`config.mk`:
```
export PLATFORM = sky130hd
export DESIGN_NAME = if_fetch
export DESIGN_NICKNAME = d
export VERILOG_FILES = /design/src/rtl/if_fetch.sv
export SDC_FILE = /design/constraint.sdc
export NUM_CORES = 1
export LEC_CHECK = 0
export ABC_AREA = 1
export BUFFER_PORTS_ARGS = -buffer_cell sky130_fd_sc_hd__buf_2
export CORE_UTILIZATION = 50
export DETAILED_ROUTE_END_ITERATION = 8
export PLACE_DENSITY = 0.8
export REMOVE_ABC_BUFFERS = 1
export SYNTH_ARGS = -nofsm -noshare
export SYNTH_HDL_FRONTEND = slang
export SYNTH_SLANG_ARGS = --single-unit
```
`constraint.sdc`:
```
create_clock -name clk -period 2.3 [get_ports clk]
set_clock_uncertainty 0.05 [all_clocks]
set_input_delay 0.345 -clock clk [delete_from_list [all_inputs] [get_ports clk]]
set_output_delay 0.345 -clock clk [all_outputs]
set_load 0.02 [all_outputs]
```
`src/rtl/if_fetch.sv`:
```
// if_fetch: instruction-fetch sequencer for the IF stage.
//
// It sits directly after the PC register. In IDLE it samples the current PC
// and runs a req/ack read on the instruction bus. The fetched word and its PC
// are held in an output register until ID consumes them. The block also
// drives the PC register's update enable, so the PC only advances (or takes
// a redirect) when a fetch result or a flush has been accepted here.
//
// Ports:
//   clk, rst_n        clock, asynchronous active-low reset
//   pc                current PC register value
//   pc_enable         PC register update enable (combinational)
//   flush             redirect, asserted in the same cycle as the PC's is_branch
//   ibus_req          bus read request (high in REQ and DISCARD)
//   ibus_addr         registered bus address, held until ack or timeout
//   ibus_ack          read data valid, one-cycle pulse
//   ibus_rdata        read data
//   id_ready          ID accepts the output register this cycle
//   inst_valid        output register holds an instruction
//   inst, inst_pc     fetched instruction and its PC
//   inst_exc_adel     misaligned-fetch fault
//   inst_exc_ibe      bus-timeout fault
module if_fetch #(
  parameter logic [31:0] NOP_INST = 32'h0000_0000,
  parameter int unsigned TIMEOUT  = 255
) (
  input  logic        clk,
  input  logic        rst_n,
  input  logic [31:0] pc,
  output logic        pc_enable,
  input  logic        flush,
  output logic        ibus_req,
  output logic [31:0] ibus_addr,
  input  logic        ibus_ack,
  input  logic [31:0] ibus_rdata,
  input  logic        id_ready,
  output logic        inst_valid,
  output logic [31:0] inst,
  output logic [31:0] inst_pc,
  output logic        inst_exc_adel,
  output logic        inst_exc_ibe
);

  // Counter is 8 bits for the usual case and widens only for long timeouts.
  localparam int CNT_W = (TIMEOUT <= 255) ? 8 : $clog2(TIMEOUT + 1);
  localparam logic [CNT_W-1:0] TO_LAST = (TIMEOUT == 0) ? '0 : CNT_W'(TIMEOUT - 1);

  typedef enum logic [1:0] {IDLE, REQ, DISCARD, FULL} state_t;

  state_t           state;
  state_t           state_next;
  logic [CNT_W-1:0] timeout_cnt;

  logic misaligned;
  logic timeout_hit;
  logic start_req;
  logic cnt_inc;
  logic load_data;
  logic load_adel;
  logic load_ibe;
  logic clr_valid;

  assign misaligned = (pc[1:0] != 2'b00);

  // ">=" rather than "==": a flush on the last REQ cycle carries the counter
  // one past TO_LAST into DISCARD, and that must still count as expired.
  assign timeout_hit = (TIMEOUT != 0) && (timeout_cnt >= TO_LAST);

  // The request is a pure decode of the state, so it cannot glitch with inputs
  // and stays up with a stable address for the whole REQ/DISCARD wait.
  assign ibus_req = (state == REQ) || (state == DISCARD);

  // State register.
  always_ff @(posedge clk or negedge rst_n) begin
    if (!rst_n) begin
      state <= IDLE;
    end else begin
      state <= state_next;
    end
  end

  // Next-state logic. In REQ a flush beats both ack and timeout. A flush
  // without ack parks in DISCARD, so the outstanding read still completes
  // on the bus but its data is thrown away.
  always_comb begin
    state_next = state;
    case (state)
      IDLE: begin
        if (!flush) state_next = misaligned ? FULL : REQ;
      end
      REQ: begin
        if (flush)                         state_next = ibus_ack ? IDLE : DISCARD;
        else if (ibus_ack || timeout_hit)  state_next = FULL;
      end
      DISCARD: begin
        if (ibus_ack || timeout_hit) state_next = IDLE;
      end
      FULL: begin
        if (flush || id_ready) state_next = IDLE;
      end
      default: state_next = IDLE;
    endcase
  end

  // Output / control decode. pc_enable pulses once for every delivered
  // instruction or fault, and once for every flush. It is forced low
  // while reset is asserted.
  always_comb begin
    start_req = 1'b0;
    cnt_inc   = 1'b0;
    load_data = 1'b0;
    load_adel = 1'b0;
    load_ibe  = 1'b0;
    clr_valid = 1'b0;
    case (state)
      IDLE: begin
        if (!flush) begin
          if (misaligned) load_adel = 1'b1;
          else            start_req = 1'b1;
        end
      end
      REQ: begin
        cnt_inc = !ibus_ack;
        if (!flush) begin
          if (ibus_ack)         load_data = 1'b1;
          else if (timeout_hit) load_ibe  = 1'b1;
        end
      end
      DISCARD: begin
        cnt_inc = !ibus_ack;
      end
      FULL: begin
        clr_valid = flush || id_ready;
      end
      default: ;
    endcase
    pc_enable = rst_n && (flush || load_data || load_adel || load_ibe);
  end

  // Bus address, timeout counter and output register. Each of these changes
  // only at the points decoded above. inst/inst_pc and the fault flags are
  // left stale when valid drops.
  always_ff @(posedge clk or negedge rst_n) begin
    if (!rst_n) begin
      ibus_addr     <= '0;
      timeout_cnt   <= '0;
      inst_valid    <= 1'b0;
      inst          <= '0;
      inst_pc       <= '0;
      inst_exc_adel <= 1'b0;
      inst_exc_ibe  <= 1'b0;
    end else begin
      if (start_req) begin
        ibus_addr   <= pc;
        timeout_cnt <= '0;
      end else if (cnt_inc) begin
        timeout_cnt <= timeout_cnt + CNT_W'(1);
      end

      if (load_data) begin
        inst          <= ibus_rdata;
        inst_pc       <= ibus_addr;
        inst_exc_adel <= 1'b0;
        inst_exc_ibe  <= 1'b0;
        inst_valid    <= 1'b1;
      end else if (load_adel) begin
        inst          <= NOP_INST;
        inst_pc       <= pc;
        inst_exc_adel <= 1'b1;
        inst_exc_ibe  <= 1'b0;
        inst_valid    <= 1'b1;
      end else if (load_ibe) begin
        inst          <= NOP_INST;
        inst_pc       <= ibus_addr;
        inst_exc_adel <= 1'b0;
        inst_exc_ibe  <= 1'b1;
        inst_valid    <= 1'b1;
      end else if (clr_valid) begin
        inst_valid    <= 1'b0;
      end
    end
  end

endmodule

```
==> results.md, run 1 <==
- Top cell family by delay on the critical path: flip-flops
- Mean Syn Cell Area: 7.90 µm²
- Congestion Overflow GR: 0
- CTS Hold Bufs: 0
- IO buf count: 169
- DRC violations left: 0
- Synth area leaders: dfrtp_1, nand2_1, nand3_1, buf_2, ha_1
- Worst-path clk slew: 0.10 ns
- WS Path Type: reg2out
- Worst slew margin relative to its limit: 60.7%
- Largest net degree at the start of global routing: 110
- DR vias/cell: 4.99
- Post-Place Setup Slack: 0.348 ns
- Buf/Inv on CP: 4
- Share of cells above drive strength 1: 26.7%
- Most common cell after layout, fill and taps aside: nand2_1
- Final nets: 868
- Wire length of the first global-routing pass: 19800 µm
- R2R depth: 11
- Worst-Margin Slew: 0.590 ns
- Critical path cell sequence: inv_1 -> ha_2 -> inv_1 -> nor2_2 -> nand3_2 -> nand3_1 -> nand2_1 -> inv_1 -> buf_2
- Failing checks: negative hold slack
- Post-Syn Area: 4980 µm²
- Root buffer cell: clkbuf_8
- Critical Path Sink Type: output port
- Antenna violations before repair: 0
- Ys Warns: 0
- Worst path slowest cell: dfrtp_1
- Filler Cell Count: 852
- Slew Viols, Final: 0
- Critical Path Most Common Cell: inv_1
- Synth top area share: 54.8%
- Number of buffers created by CTS: 9
- Most frequent cells in the layout: nand2_1, buf_2, dfrtp_1
- Final instance area: 6190 µm²
- Fin crit period: 2.16 ns
- Worst VDD drop: 0.636 mV
- Drt total wl: 12700 µm
- CTS sink count: 109
- Critical Path RT: 1.90 ns
- Total core area: 9730 µm²
- Post-synthesis cell type count: 21
- Vias: 4645
- Finished Layout Cells: 930
- Drt initial violations: 232
- Sequential share of the synthesized area: 54.8%
- Hold Slack: -0.000832 ns
- Synth Instances: 630
- Die Y: 102 µm
- Routability Congestion: 0.901
- I/O pin count: 170
- Placed cell areas: 5950 µm²
- Die W: 102 µm
- Clk_lat worst skew: 0.36 ns
- DIE AREA: 10400 µm²
- Period utilization: 94.1%
- Placed Cells: 912
- Static leakage: 3.73 nW
- CTS H-tree lvls: 3
- Initial core utilization: 51.1%
- Worst Path Max Fanout: 4
- Hold Crit Class: in2async
- Critical path arrival: 1.77 ns
- Area growth, synth to finish: 24.4%
- Post-DR wirelength/cell: 13.6 µm
- Crit path from: state[1]$_DFFE_PN0P_
- Setup ws final: 0.136 ns
- R2r setup slk: 0.35 ns
- Yosys reg bits: 109
- Maximum capacitance violations: 0
- # diodes: 0
- Top achievable clock speed: 0.462 GHz
- Pwr/cell area: 1360 nW/µm²
- Core Rows: 36
- Clock Tree Buf Depth: 2
- Critical path depth: 9
- Total Routing Usage GR: 24.7%
- CTS tree: done
- Routed Antenna Nets: 0
- Final hold vios: 6
- First-pass DRT Iterations: 4
- Final setup fails: 0
- Run status: finished with violations
- Setup crit start kind: flip-flop
- Cell accounting for the most synthesized area: dfrtp_1
- Vias in the first global route: 4310
- FF-to-FF Start: state[1]$_DFFE_PN0P_
- Worst path max stage delay: 0.43 ns
- Detailed Place HPWL: 8780 µm
[power by group]
group	total [mW]	switching, mW	leakage [nW]	internal (mW)
clock network	1.23	0.626	0.113	0.600
logic	3.95	2.61	2.21	1.34
registers	3.26	0.523	1.41	2.74
total	8.44	3.76	3.73	4.68
[synth_stat cells (all sizes together)]
cell / instances
nor2: 22
buf: 25
nand2: 314
inv: 21
a211oi: 1
o21ai: 5
clkbuf: 11
a21oi: 4
dfrtp: 109
a22oi: 1
nand4: 2
a21boi: 1
ha: 7
nand3: 107
[through the flow]
stage          util, %  total power, mW  TNS [ns]
3_5_place_dp      61.1             7.23         0
6_report          63.6             8.44         0
4_1_cts           63.4             8.49         0
3_3_place_gp      61.1             7.11         0
2_1_floorplan        -             5.75    -16.88
5_1_grt           63.6             9.11  -0.00229
[path summary, 6_finish.rpt]
| check | endpoint |
|---|---|
| worst min register to register | inst[7]$_DFFE_PN0P_ |
| worst max register to register | inst_pc[1]$_DFFE_PN0P_ |
| min in group clk | ibus_addr[19]$_DFFE_PN0P_ |
| worst max-delay path | pc_enable |
| max in group asynchronous | ibus_addr[1]$_DFFE_PN0P_ |
| worst min-delay path | ibus_addr[14]$_DFFE_PN0P_ |
[logic make-up after synthesis]
| logic type | Yosys count | synth area share (%) |
|---|---|---|
| flip-flops | 109 | 54.8 |
| adder cells (fa/ha/maj) | 7 | 1.76 |
| AO/OA/AOI/OAI | 12 | 1.36 |
| AND/OR/NAND/NOR | 445 | 37.0 |
| buffers and inverters | 57 | 5.10 |
[state kept, by name (all words and copies together), names as in the netlist]
signal and count:
ibus_addr 32, inst 32, inst_exc_adel 1, inst_exc_ibe 1
inst_pc 32, inst_valid 1, state 2, timeout_cnt 8
[area by class of cell]
class / count / area [µm²] / area share [%]
clock buffers: 12 / 165 / 2.67
repair buffers: 187 / 996 / 16.1
clock inverters: 4 / 52.6 / 0.849
well taps: 133 / 166 / 2.69
inverters: 21 / 78.8 / 1.27
flip-flops and latches: 109 / 2730 / 44.1
multi-input cells: 464 / 2000 / 32.4
[what timing repair did]
action | in CTS | in global routing
endpoints found under the setup margin | 0 | 1
endpoints found under the hold margin | 0 | 0
setup buffers | 0 | 2
gates resized for setup | 0 | 4
[metal layers]
metal | track usage [%] | share of wire (%)
met1 | 30.8 | 42
met2 | 41.8 | 48
met3 | 6.35 | 9.6
met4 | 8.47 | 0.39
met5 | 0 | 0
Power figures use the tool's default switching activity.
==> inputs of run 2 (changes only) <==
--- a/config.mk
+++ b/config.mk
@@ -6,10 +6,9 @@
 export NUM_CORES = 1
 export LEC_CHECK = 0
 export ABC_AREA = 1
-export BUFFER_PORTS_ARGS = -buffer_cell sky130_fd_sc_hd__buf_2
-export CORE_UTILIZATION = 50
+export CORE_UTILIZATION = 45
 export DETAILED_ROUTE_END_ITERATION = 8
-export PLACE_DENSITY = 0.8
+export DONT_BUFFER_PORTS = 1
 export REMOVE_ABC_BUFFERS = 1
 export SYNTH_ARGS = -nofsm -noshare
 export SYNTH_HDL_FRONTEND = slang
==> results.md, run 2 (same netlist as run 1, synthesis figures left out) <==
- Run status: finished with violations (unchanged)
- Failing checks: negative hold slack (unchanged)
- Setup TNS: 0 ns (unchanged)
- Filler Cell Count: 1051 (was 852)
- Clk_lat worst skew: 0.37 ns (was 0.36 ns)
- CTS H-tree lvls: 3 (unchanged)
- DIE AREA: 11500 µm² (was 10400 µm²)
- Routed Antenna Nets: 0 (unchanged)
- Routability Congestion: 0.786 (was 0.901)
- Pwr/cell area: 1420 nW/µm² (was 1360 nW/µm²)
- Fin crit period: 2.12 ns (was 2.16 ns)
- Final nets: 696 (was 868)
- Maximum capacitance violations: 0 (unchanged)
- Setup Fix Bufs, Post-CTS: 0 (unchanged)
- Worst slew margin relative to its limit: 64.3% (was 60.7%)
- Critical Path Sink Type: output port (unchanged)
- Wire length of the first global-routing pass: 19200 µm (was 19800 µm)
- Final hold vios: 109 (was 6)
- Hold Crit Class: in2async (unchanged)
- Final setup fails: 0 (unchanged)
- Power Total: 7.47 mW (was 8.44 mW)
- # diodes: 0 (unchanged)
- Drt initial violations: 284 (was 232)
- Area growth, synth to finish: 6.06% (was 24.4%)
- Worst Path Max Fanout: 4 (unchanged)
- Largest regs: ibus_addr (32), inst (32), inst_pc (32) (unchanged)
- Worst VDD drop: 0.503 mV (was 0.636 mV)
- Reg-to-Reg End: inst_pc[7]$_DFFE_PN0P_ (was inst_pc[1]$_DFFE_PN0P_)
- Core Rows: 38 (was 36)
- First-pass DRT Iterations: 4 (unchanged)
- Detailed Place HPWL: 8040 µm (was 8780 µm)
- Die W: 107 µm (was 102 µm)
- RSZ-0062 raised after global routing: false
- Clock Tree Buf Depth: 2 (unchanged)
- Largest net degree at the start of global routing: 111 (was 110)
- Vias: 3981 (was 4645)
- Number of buffers created by CTS: 9 (unchanged)
- Worst-Margin Slew: 0.536 ns (was 0.590 ns)
- DR vias/cell: 5.20 (was 4.99)
- Total Routing Usage GR: 21.6% (was 24.7%)
- Congestion Overflow GR: 0 (unchanged)
- CTS sink count: 109 (unchanged)
- Critical Path RT: 1.90 ns (about the same)
- R2R depth: 11 (unchanged)
- IO buf count: 0 (was 169)
- CTS tree: done (unchanged)
- Slew Viols, Final: 0 (unchanged)
- Top achievable clock speed: 0.473 GHz (was 0.462 GHz)
- Root buffer cell: clkbuf_8 (unchanged)
- Total core area: 10800 µm² (was 9730 µm²)
- I/O pin count: 170 (unchanged)
- Vias in the first global route: 3835 (was 4310)
- FF-to-FF Start: state[0]$_DFFE_PN0P_ (was state[1]$_DFFE_PN0P_)
- R2r setup slk: 0.35 ns (about the same)
- Drt total wl: 12200 µm (was 12700 µm)
- Crit path from: state[1]$_DFFE_PN0P_ (unchanged)
- DRC violations left: 0 (unchanged)
- Hold Slack: -0.390 ns (was -0.000832 ns)
- Post-DR wirelength/cell: 15.9 µm (was 13.6 µm)
- Most frequent cells in the layout: nand2_1, dfrtp_1, nand3_1 (was nand2_1, buf_2, dfrtp_1)
- Setup crit start kind: flip-flop (unchanged)
- Worst-path clk slew: 0.11 ns (was 0.10 ns)
- Antenna violations before repair: 0 (unchanged)
- Critical path arrival: 1.72 ns (was 1.77 ns)
- WS Path Type: reg2out (unchanged)
- Most common cell after layout, fill and taps aside: nand2_1 (unchanged)
- Initial core utilization: 46.1% (was 51.1%)
- Die Y: 107 µm (was 102 µm)
- Period utilization: 92.0% (was 94.1%)
- Static leakage: 2.93 nW (was 3.73 nW)
- Share of cells above drive strength 1: 5.76% (was 26.7%)
[run 2: cell count changes in the layout (fill, tap and decap cells not counted), sizes merged]
cell / before / now
buf: 187 / 15
bufinv: 1 / 0
clkinvlp: 0 / 3
inv: 23 / 22
clkinv: 1 / 0
[run 2: metal layers]
layer / global-route usage [%] / share of wire (%) / vias to the layer above
met1: 27.2 / 42 / 1842
met4: 7.93 / 1.4 / 0
met5: 0 / 0 / -
li1: - / - / 1959
met2: 34.7 / 46 / 165
met3: 6.75 / 11 / 15
[run 2: final cells by class]
type | instances | area [µm²] | share of cell area [%]
clock buffer | 12 | 145 | 2.75
multi-input combinational | 464 | 1990 | 37.8
clock inverter | 4 | 31.3 | 0.593
tap | 140 | 175 | 3.32
timing repair buffer | 15 | 125 | 2.37
sequential | 109 | 2730 | 51.7
inverter | 21 | 78.8 | 1.49
[run 2: how the worst max path moves through the flow]
| stage | endpoint | cells after the start |
|---|---|---|
| floorplan | inst_pc[0]$_DFFE_PN0P_ | 8 |
| global placement | inst_pc[7]$_DFFE_PN0P_ | 11 |
| detailed placement | inst_pc[9]$_DFFE_PN0P_ | 11 |
| CTS | pc_enable | 8 |
| global route | pc_enable | 8 |
| finish | pc_enable | 8 |
[run 2: what timing repair did]
action,in CTS,in global routing
gates resized for setup,0,1
endpoints found under the hold margin,109,109
endpoints found under the setup margin,0,1
[run 2: worst max-delay path, cell delays in order (launching register included)]
cell and delay, ns:
dfrtp_1 0.43, inv_1 0.12, ha_1 0.20, inv_1 0.05, nor2_1 0.14, nand3_2 0.13
nand3_1 0.11, nand2_1 0.07, inv_2 0.10
[run 2: report_power, final]
part | switching [mW] | internal (mW) | leakage, nW | total, mW
combinational | 1.23 | 0.773 | 1.44 | 2.01
clock | 0.653 | 0.430 | 0.0792 | 1.08
sequential | 1.65 | 2.73 | 1.41 | 4.38
[run 2: stage by stage]
step | hold slack, ns | util [%] | instances | worst slack [ns] | instance area, µm²
floorplan | -0.000591 | - | 594 | -0.522 | 4800
global placement | 0.00144 | 47.3 | 749 | 0.459 | 5100
detailed placement | 0.00147 | 47.3 | 749 | 0.365 | 5100
CTS | -0.411 | 48.9 | 765 | 0.0992 | 5280
global route | -0.412 | 48.9 | 765 | 0.0297 | 5280
finish | -0.390 | 48.9 | 765 | 0.184 | 5280
